==> src/rtl/resp_tx_pkg.sv <==
// Shared constants for the SUMP/OLS response transmitter: FSM encodings,
// ID reply, metadata keys and the reported device name.
package resp_tx_pkg;

    localparam logic [1:0] StIdle     = 2'd0;
    localparam logic [1:0] StSendId   = 2'd1;
    localparam logic [1:0] StSendMeta = 2'd2;
    localparam logic [1:0] StSendData = 2'd3;

    localparam logic [31:0] IdStr = 32'h31414C53;  // "1ALS"

    localparam logic [7:0] KeyDevName  = 8'h01;
    localparam logic [7:0] KeyChannels = 8'h20;
    localparam logic [7:0] KeyMemDepth = 8'h21;
    localparam logic [7:0] KeyEnd      = 8'h00;

    localparam logic [39:0] DevName = "logIP";

    localparam int unsigned IdLen   = 4;
    localparam int unsigned MetaLen = 18;

    // Byte i of a 32-bit word taken most-significant first.
    function automatic logic [7:0] be_byte(input logic [31:0] w, input logic [1:0] i);
        logic [7:0] b;
        unique case (i)
            2'd0: b = w[31:24];
            2'd1: b = w[23:16];
            2'd2: b = w[15:8];
            2'd3: b = w[7:0];
        endcase
        return b;
    endfunction

endpackage

==> src/rtl/resp_tx_meta_rom.sv <==
// Combinational index-to-byte lookup for the ID reply and the metadata list.
module resp_tx_meta_rom
    import resp_tx_pkg::*;
#(
    parameter int unsigned CHANNELS  = 32,
    parameter int unsigned MEM_DEPTH = 4096
) (
    input  logic       meta_i,
    input  logic [4:0] idx_i,
    output logic [7:0] byte_o
);

    localparam logic [31:0] ChanWord  = 32'(CHANNELS);
    localparam logic [31:0] DepthWord = 32'(MEM_DEPTH);

    always_comb begin
        byte_o = 8'h00;
        if (!meta_i) begin
            byte_o = be_byte(IdStr, idx_i[1:0]);
        end else begin
            case (idx_i)
                5'd0:    byte_o = KeyDevName;
                5'd1:    byte_o = DevName[39:32];
                5'd2:    byte_o = DevName[31:24];
                5'd3:    byte_o = DevName[23:16];
                5'd4:    byte_o = DevName[15:8];
                5'd5:    byte_o = DevName[7:0];
                5'd6:    byte_o = 8'h00;
                5'd7:    byte_o = KeyChannels;
                5'd8:    byte_o = be_byte(ChanWord, 2'd0);
                5'd9:    byte_o = be_byte(ChanWord, 2'd1);
                5'd10:   byte_o = be_byte(ChanWord, 2'd2);
                5'd11:   byte_o = be_byte(ChanWord, 2'd3);
                5'd12:   byte_o = KeyMemDepth;
                5'd13:   byte_o = be_byte(DepthWord, 2'd0);
                5'd14:   byte_o = be_byte(DepthWord, 2'd1);
                5'd15:   byte_o = be_byte(DepthWord, 2'd2);
                5'd16:   byte_o = be_byte(DepthWord, 2'd3);
                5'd17:   byte_o = KeyEnd;
                default: byte_o = 8'h00;
            endcase
        end
    end

endmodule

==> src/rtl/resp_tx.sv <==
// Response transmitter: serialises ID reply, metadata list and masked sample
// words onto the UART TX byte interface.
module resp_tx
    import resp_tx_pkg::*;
#(
    parameter int unsigned CHANNELS  = 32,
    parameter int unsigned MEM_DEPTH = 4096
) (
    input  logic        clk_i,
    input  logic        rst_i,
    input  logic        sft_rst_i,
    input  logic        id_i,
    input  logic        rd_meta_i,
    input  logic        stb_i,
    input  logic [31:0] dat_i,
    input  logic [3:0]  grp_dis_i,
    output logic        rdy_o,
    output logic [7:0]  tx_dat_o,
    output logic        tx_stb_o,
    input  logic        tx_rdy_i
);

    logic [1:0]  state_q, state_d;
    logic [4:0]  idx_q, idx_d;
    logic [31:0] word_q, word_d;
    logic [3:0]  rem_q, rem_d;   // byte lanes still to send
    logic [3:0]  lane_oh;
    logic        last;
    logic [7:0]  rom_byte;
    logic [7:0]  data_byte;

    resp_tx_meta_rom #(
        .CHANNELS  (CHANNELS),
        .MEM_DEPTH (MEM_DEPTH)
    ) u_meta_rom (
        .meta_i (state_q == StSendMeta),
        .idx_i  (idx_q),
        .byte_o (rom_byte)
    );

    // Lowest pending lane; disabled lanes were never set, so they cost no cycles.
    assign lane_oh = rem_q & (~rem_q + 4'd1);

    always_comb begin
        data_byte = 8'h00;
        case (lane_oh)
            4'b0001: data_byte = word_q[7:0];
            4'b0010: data_byte = word_q[15:8];
            4'b0100: data_byte = word_q[23:16];
            4'b1000: data_byte = word_q[31:24];
            default: data_byte = 8'h00;
        endcase
    end

    always_comb begin
        last = 1'b0;
        case (state_q)
            StSendId:   last = (idx_q == 5'(IdLen - 1));
            StSendMeta: last = (idx_q == 5'(MetaLen - 1));
            StSendData: last = ((rem_q & ~lane_oh) == 4'd0);
            default:    last = 1'b0;
        endcase
    end

    always_comb begin
        state_d = state_q;
        idx_d   = idx_q;
        word_d  = word_q;
        rem_d   = rem_q;
        if (state_q == StIdle) begin
            idx_d = 5'd0;
            if (id_i) begin
                state_d = StSendId;
            end else if (rd_meta_i) begin
                state_d = StSendMeta;
            end else if (stb_i) begin
                word_d = dat_i;
                rem_d  = ~grp_dis_i;
                if (grp_dis_i != 4'hF) begin
                    state_d = StSendData;
                end
            end
        end else if (tx_rdy_i) begin
            idx_d = idx_q + 5'd1;
            rem_d = rem_q & ~lane_oh;
            if (last) begin
                state_d = StIdle;
            end
        end
    end

    always_ff @(posedge clk_i) begin
        if (rst_i || sft_rst_i) begin
            state_q <= StIdle;
            idx_q   <= 5'd0;
            word_q  <= 32'd0;
            rem_q   <= 4'd0;
        end else begin
            state_q <= state_d;
            idx_q   <= idx_d;
            word_q  <= word_d;
            rem_q   <= rem_d;
        end
    end

    always_comb begin
        rdy_o    = (state_q == StIdle);
        tx_stb_o = (state_q != StIdle);
        tx_dat_o = 8'h00;
        case (state_q)
            StSendId, StSendMeta: tx_dat_o = rom_byte;
            StSendData:           tx_dat_o = data_byte;
            default:              tx_dat_o = 8'h00;
        endcase
    end

endmodule

==> config.mk <==
export PLATFORM = sky130hd
export DESIGN_NAME = resp_tx
export DESIGN_NICKNAME = d
export VERILOG_FILES = /design/src/rtl/resp_tx_pkg.sv /design/src/rtl/resp_tx_meta_rom.sv /design/src/rtl/resp_tx.sv
export SDC_FILE = /design/constraint.sdc
export NUM_CORES = 1
export LEC_CHECK = 0
export CAP_MARGIN = 20
export CORE_MARGIN = 10
export CORE_UTILIZATION = 51
export DETAILED_ROUTE_END_ITERATION = 10
export PLACE_DENSITY = 0.83
export SETUP_SLACK_MARGIN = 0.15
export SLEW_MARGIN = 20
export SYNTH_ARGS = -nofsm -noshare
export SYNTH_HDL_FRONTEND = slang
export SYNTH_SLANG_ARGS = --single-unit
==> constraint.sdc <==
create_clock -name clk_i -period 3.05 [get_ports clk_i]
set_clock_uncertainty 0.15 [all_clocks]
set_input_delay 0.61 -clock clk_i [delete_from_list [all_inputs] [get_ports clk_i]]
set_output_delay 0.61 -clock clk_i [all_outputs]
set_load 0.01 [all_outputs]
# Word-level counts from Yosys, hierarchy flattened
# Memory sizes are Yosys's and may differ from the RTL's. A register that Yosys moved wholly into a read port is not among the register bits.
# Cells that the tools add are included.
# word_totals
word_cells	63
out_inout_bits	10
rom_bits	224
memories	1
register_bits	43
# classes
n_addsub	2
muxes	19
n_bitwise	7
reduce_logical	12
n_eq_ne	18
# memory_table
memory	depth	word_bits	rd	rd_clocked_by_memory_dff	write_ports	line_no	rtl
(no name shown)	32	7	1	1	0	resp_tx_meta_rom.sv:21	case (idx_i)
# ops
op	n
8-bit case mux with 4 select lines	2
4-bit 2-to-1 mux	5
8-bit case mux with 2 select lines	1
2-bit 2-to-1 mux	7
4-bit inverter	3
4-bit AND reduction	3
5-bit 2-to-1 mux	2
4-bit bitwise AND	2
2-bit equality test, second input constant	4
8-bit 2-to-1 mux	1
4-bit inequality test, second input constant	2
2-bit inequality test, second input constant	3
2-bit nonzero test	3
5-bit by 1-bit adder with 5-bit output, second input constant	1
5-bit by 2-bit equality test with 1-bit output, second input constant	1
5-bit equality test, second input constant	1
4-bit by 1-bit adder with 4-bit output, second input constant	1
2-bit by 1-bit equality test with 1-bit output, second input constant	2
4-bit by 1-bit equality test with 1-bit output, second input constant	1
4-bit by 2-bit equality test with 1-bit output, second input constant	1
4-bit by 3-bit equality test with 1-bit output, second input constant	1
4-bit equality test, second input constant	1
2-bit logical NOT	2
4-bit logical NOT	1
other kinds (5)	7

# Longest topological paths before layout
# Gate-level depths: netlist (run 1).
# depth
ltp_word	10
ltp_mapped	9

# Modules after synthesis
# Synthesis (run 1) repeated with hierarchy kept, for this count alone.
# unflattened
cells_unflattened	316
area_unflattened_um2	2456.1
# by_module_without_submodules
mod	area_each_um2	seq_area_each_um2	cells_each	n_inst
resp_tx	2147.1	860.8	275	1
resp_tx_meta_rom	309.0	0.0	41	1

# Worst setup path after synthesis (run 1)
# Ideal clock, no wire load.
# synth_path
kind	input-to-reg
start	in sft_rst_i
end	reg with a tool-made name
setup_ps	73
arrival_time_ps	2258
path_buffers	1
path_slack_ps	569
cell_stages	7
t_required_ps	2827
cell_sequence	or2_1 -> clkbuf_1 -> nor3_1 -> inv_2 -> ha_1 -> or4_4 -> o211ai_2
# synth_rtl
element	line_no	rtl
start, declared	resp_tx.sv:11	input logic sft_rst_i,

# Worst setup path in the final report (run 1)
# layout_path
start	reg state_q[0]
end	out tx_dat_o[7]
# layout_via
elab_chain_cells	3
# layout_rtl
element	line_no	rtl
start, declared	resp_tx.sv:23	logic [1:0] state_q, state_d;
start signal, assigned	resp_tx.sv:94	state_q <= StIdle;
start signal, assigned	resp_tx.sv:99	state_q <= state_d;
2-bit equality test / 2-bit by 1-bit equality test with 1-bit output (equally long branches)	resp_tx.sv:36, resp_tx.sv:110	
8-bit 2-to-1 mux / 2-bit OR reduction (equally long branches)	resp_tx_meta_rom.sv:18, resp_tx.sv:110	
8-bit case mux with 2 select lines *	resp_tx.sv:110	case (state_q)
end, declared	resp_tx.sv:18	output logic [7:0] tx_dat_o,
# Mark *: on every way between the ends. The rest lies on a longest branch, timed or not.

==> impl_metrics.json, run 1 <==
{
  "cellPowerDensity_nw_per_um2": 373,
  "cell_type_with_the_highest_aggregate_area_in_the_netlist": "dfxtp_1",
  "final_antenna_net_count": 0,
  "hold_path_class": "register to register",
  "area_inside_the_core_boundary_um2": 4820,
  "tightest_slew_ns": 0.505,
  "syn_area_per_cell_um2": 7.82,
  "synthArstFlopShare_pct": 0,
  "cpLargestDelayFamily": "buffers and inverters",
  "area_of_the_multi_input_gates_um2": 1470,
  "slowest_stage": "clkdlybuf4s50_1",
  "grt_antenna_before_repair": 0,
  "yosys.area_share.adder_pct": 5.30,
  "firstDrtPassIters": 4,
  "endpoint_kind": "primary output",
  "yosysWarnings": 0,
  "worstSetupStartpointType": "register",
  "status": "completed",
  "p_leak_nw": 1.26,
  "post-route-min-period_ns": 2.77,
  "grt_first_pass_wirelength_um": 11500,
  "synth_xor_area_share_pct": 0.675,
  "clockRootBuffer": "clkbuf_8",
  "crit_path_max_fanout": 8,
  "path_buf_inv": 3,
  "synth.mux.area_fraction_pct": 2.60,
  "most_common_library_cell_in_the_layout_ignoring_fill_and_taps": "nand2_1",
  "drt_iter0_drc": 183,
  "num_antenna_cells": 0,
  "die_area_um2": 8340,
  "syn-num-nets": 386,
  "syn-instance-count": 332,
  "clock_tree_from_tritoncts": "done",
  "power.ir.vdd_worst_mv": 0.202,
  "gp_congestion": 0.844,
  "hold_violations": 0,
  "finish.cell_count_without_fillers": 447,
  "initial_core_util_pct": 53.9,
  "post_route_wl_um": 6720,
  "wire_per_inst_um": 15.0,
  "register_area_share_after_synthesis_pct": 38.6,
  "final.fill_count": 438,
  "clockBufferDepth": 2,
  "layout-area-overhead-vs-synth_pct": 28.4,
  "timing.critical_path.required_ns": 2.29,
  "dominantRegCellSynth": "dfxtp_1",
  "ys_top_cells_by_area": "dfxtp_1 39%, nand2_1 14%, a21oi_1 9.1%, ha_1 5.3%, a22oi_1 2.6%",
  "die_x_um": 91.3,
  "unrepaired_setup_endpoints_after_global_routing": "false",
  "post-route-drc-count": 0,
  "cts_inserted_buffers": 5,
  "hpwl_after_detailed_placement_um": 5080,
  "finalSetupViolCount": 0,
  "timing.final.crit_share_pct": 91.0,
  "portBuffers": 52,
  "synth_seq_cells": 50,
  "cts.sinks": 50,
  "synth.distinct_cells": 51,
  "dpl_cell_area_um2": 3210,
  "cp_cell_sequence": "inv_1, ha_1, nor3b_2, buf_4, o21a_1, clkdlybuf4s50_1",
  "layout.area.seq_um2": 1010,
  "place_inst": 439,
  "setup_ws_ns": 0.275,
  "post_route_cells_drive_above_1_share_pct": 10.3,
  "synth_simple_gate_area_share_pct": 24.6,
  "maximum_number_of_pins_on_one_net_before_global_route_repair": 42,
  "routed_via_density": 5.50,
  "clock_latency_ns": 0.30,
  "slew_headroom_pct": 65.8,
  "timing_max_transition_violations_final": 0,
  "postLayoutCellArea_um2": 3330,
  "number_of_enable_type_register_cells_in_the_synthesized_netlist": 0,
  "fmaxAchievable_mhz": 360,
  "syn-cell-area_um2": 2590,
  "ioPinCount": 53,
  "synth-compound-area-share_pct": 22.5,
  "synth_top_family_by_area": "simple AND/OR/NAND/NOR gates",
  "mostFrequentLayoutCells": "95 x nand2_1, 47 x a21oi_1, 47 x dfxtp_1",
  "core.rowCount": 25,
  "cp.arrival_ns": 2.01,
  "preCtsSetupSlack_ns": 0.171,
  "via_count_of_the_first_global_routing_pass": 2464,
  "dieHeight_um": 91.3,
  "ctsHtreeMaxLevel": 2,
  "cts.clk_slew.worst_paths_ns": 0.09,
  "gr-total-overflow": 0,
  "global_route.usage.total_pct": 16.3,
  "synth_largest_type_area_fraction_pct": 38.6,
  "crit_path_max_incr_delay_ns": 0.54,
  "worst-setup-path-type": "register to primary output",
  "fin_setup_tns_ns": 0,
  "max-cap-violations": 0,
  "routed-via-count": 2459,
  "finish.net_count": 433
}
-- worst register-to-register path: stages (launching register included) --
cell      delay [ns]
dfxtp_1         0.46
inv_1           0.10
ha_1            0.33
nand2_1         0.06
o21ai_0         0.11
nand3_1         0.27
ha_1            0.32
or4_4           0.54
o211ai_2        0.08
-- routing by layer --
metal	global-route usage, %	share of wire [%]
met4	4.44	1.5
met3	4.28	5.6
met1	19.5	45
met5	0	0
met2	28.2	48
-- logic make-up (layout without fill, tap and decap cells) --
kind of cell,Yosys count,count (layout)
flops,50,50
compound gates,91,91
simple gates,137,137
xor+xnor,2,2
buf+inv,36,84
mux,5,5
fa+ha+maj,11,11
-- area by class of cell --
type | count | area share (%)
clock buffers | 7 | 2.59
clock inverters | 1 | 0.150
inverters | 13 | 1.46
multi-input cells | 246 | 44.0
flip-flops and latches | 50 | 30.2
well taps | 67 | 2.52
repair buffers | 63 | 19.0
-- power breakdown --
group / internal (W) / leakage (nW) / switching [W]
Combinational: 0.0000918 / 0.806 / 0.0000831
Clock: 0.000183 / 0.0482 / 0.000215
Sequential: 0.000662 / 0.406 / 0.00000843
Total: 0.000937 / 1.26 / 0.000307
-- Yosys cell counts, types with 3 or more instances --
cell type and n:
o211ai_1 9, nand2b_1 4, o2bb2ai_1 7, nand2_1 95
inv_1 9, a211oi_1 3, a22oi_1 9, o21ai_1 3
nor2_1 10, dfxtp_1 50, o22ai_1 3, nor3_1 5
a21oi_1 47, ha_1 11, inv_2 4, clkbuf_1 18
nor4_1 3
-- final timing paths --
| path | startpoint | endpoint | slack [ns] | cells after the start |
|---|---|---|---|---|
| worst max-delay path | state_q[0] | tx_dat_o[7] | 0.28 | 6 |
| worst min-delay path | word_q[3] | word_q[3] | 0.31 | 2 |
| worst min register to register | word_q[3] | word_q[3] | 0.31 | 2 |
| worst max register to register | idx_q[1] | register | 0.57 | 8 |
-- through the flow --
stage	power [W]	hold WS, ns	util (%)
floorplan	0.000767	0.282	-
global placement	0.000856	0.293	66.6
detailed placement	0.000859	0.298	66.6
CTS	0.00125	0.310	68.6
global route	0.00129	0.332	69.2
finish	0.00124	0.310	69.2
-- repair_timing --
action,in CTS,in global routing
setup endpoints to repair,8,8
hold buffers,0,0
setup buffers,0,0
resized for setup,2,12
endpoints found under the hold margin,0,0
Power figures use the tool's default switching activity.
==> run 2, diff against run 1 <==
Settings changed: RECOVER_POWER from default to 100.
==> impl_metrics.json, run 2 (same netlist as run 1, synthesis figures left out) <==
{
  "worst-setup-path-type": "register to primary output",
  "timing.critical_path.required_ns": 2.29,
  "final_antenna_net_count": 0,
  "ctsHtreeMaxLevel": 2,
  "totalPowerFinal_w": 0.00124,
  "global_route.usage.total_pct": 16.3,
  "ioPinCount": 53,
  "routed_via_density": 5.50,
  "dieHeight_um": 91.3,
  "cp_cell_sequence": "buf_4, nor4b_2, clkbuf_2, nand2_1, o21ai_1, o21a_1, clkdlybuf4s50_1",
  "wire_per_inst_um": 15.0,
  "cts_inserted_buffers": 5,
  "hold_buffers": 0,
  "final.fill_count": 464,
  "gr-total-overflow": 0,
  "die_area_um2": 8340,
  "cpLargestDelayFamily": "buffers and inverters",
  "area_inside_the_core_boundary_um2": 4820,
  "power.ir.vdd_worst_mv": 0.204,
  "grt_antenna_before_repair": 0,
  "status": "completed",
  "layout-area-overhead-vs-synth_pct": 24.9,
  "clock_tree_from_tritoncts": "done",
  "hpwl_after_detailed_placement_um": 5080,
  "max-cap-violations": 0,
  "maximum_number_of_pins_on_one_net_before_global_route_repair": 42,
  "clockRootBuffer": "clkbuf_8",
  "crit_path_max_fanout": 7,
  "grt_first_pass_wirelength_um": 11500,
  "timing_max_transition_violations_final": 0,
  "clock_latency_ns": 0.30,
  "worstSetupStartpointType": "register",
  "unrepaired_setup_endpoints_after_global_routing": "false",
  "timing.final.crit_share_pct": 91.6,
  "slowest_stage": "clkdlybuf4s50_1",
  "mostFrequentLayoutCells": "95 x nand2_1, 47 x a21oi_1, 47 x dfxtp_1",
  "dpl_cell_area_um2": 3210,
  "cellPowerDensity_nw_per_um2": 381,
  "post-route-min-period_ns": 2.79,
  "cts.sinks": 50,
  "hold_violations": 0,
  "slew_headroom_pct": 46.4,
  "endpoint_kind": "primary output",
  "fmaxAchievable_mhz": 358,
  "r2r_cells": 8,
  "post_route_wl_um": 6700,
  "num_antenna_cells": 0,
  "post-route-drc-count": 0,
  "routed-via-count": 2459,
  "path_buf_inv": 3,
  "via_count_of_the_first_global_routing_pass": 2464,
  "core.rowCount": 25,
  "fin_setup_tns_ns": 0,
  "cp.arrival_ns": 2.03,
  "hold_path_class": "register to register",
  "post_route_cells_drive_above_1_share_pct": 8.42,
  "cts.clk_slew.worst_paths_ns": 0.09,
  "crit_path_max_incr_delay_ns": 0.54,
  "p_leak_nw": 1.11,
  "finalSetupViolCount": 0,
  "hold_depth": 2,
  "most_common_library_cell_in_the_layout_ignoring_fill_and_taps": "nand2_1",
  "die_x_um": 91.3,
  "initial_core_util_pct": 53.9,
  "postLayoutCellArea_um2": 3240,
  "tightest_slew_ns": 0.804,
  "portBuffers": 52,
  "drt_iter0_drc": 182,
  "clockBufferDepth": 2,
  "cp.depth": 7,
  "finish.net_count": 433,
  "firstDrtPassIters": 4,
  "gp_congestion": 0.844
}
==> run 2: worst min-delay path, stage by stage, from the launching register on <==
cell,delay [ns]
dfxtp_1,0.32
nand2_1,0.05
a21oi_1,0.05
==> run 2: what timing repair did <==
| item | in CTS | in global routing |
|---|---|---|
| endpoints found under the setup margin | 8 | 8 |
| gates resized for setup | 2 | 12 |
| buffers inserted | 0 | 0 |
==> run 2: cell type report <==
type | instances | area (um2) | share of cell area [%]
clock buffer | 7 | 86.3 | 2.66
inverter | 13 | 48.8 | 1.51
clock inverter | 1 | 5.00 | 0.154
multi-input combinational | 246 | 1440 | 44.5
timing repair buffer | 63 | 568 | 17.5
sequential | 50 | 1010 | 31.1
tap | 67 | 83.8 | 2.59
==> run 2: worst paths after layout <==
kind         startpoint          end  slack [ns]
max            rem_q[2]  tx_dat_o[7]        0.26
min           word_q[3]    word_q[3]        0.31
max reg2reg  state_q[0]     rem_q[3]        0.43
min reg2reg   word_q[3]    word_q[3]        0.31
==> run 2: power breakdown <==
group	switching (W)	internal [W]
registers	0.00000837	0.000662
clock network	0.000216	0.000184
logic	0.0000816	0.0000845
==> run 2: metrics by stage <==
| stage | setup slack [ns] | std cells | util, % | hold WS (ns) |
|---|---|---|---|---|
| 2_1_floorplan | 0.569 | 332 | - | 0.282 |
| 3_3_place_gp | 0.250 | 439 | 66.6 | 0.293 |
| 3_5_place_dp | 0.171 | 439 | 66.6 | 0.298 |
| 4_1_cts | 0.186 | 447 | 68.6 | 0.310 |
| 5_1_grt | 0.101 | 447 | 67.3 | 0.332 |
| 6_report | 0.256 | 447 | 67.3 | 0.311 |
==> run 2: layer usage <==
layer	global-route usage [%]	vias to the layer above	wire [um]
met5	0	-	0
met3	4.28	10	385
li1	-	1236	-
met1	19.5	1132	3060
met4	4.44	0	88
met2	28.2	81	3170
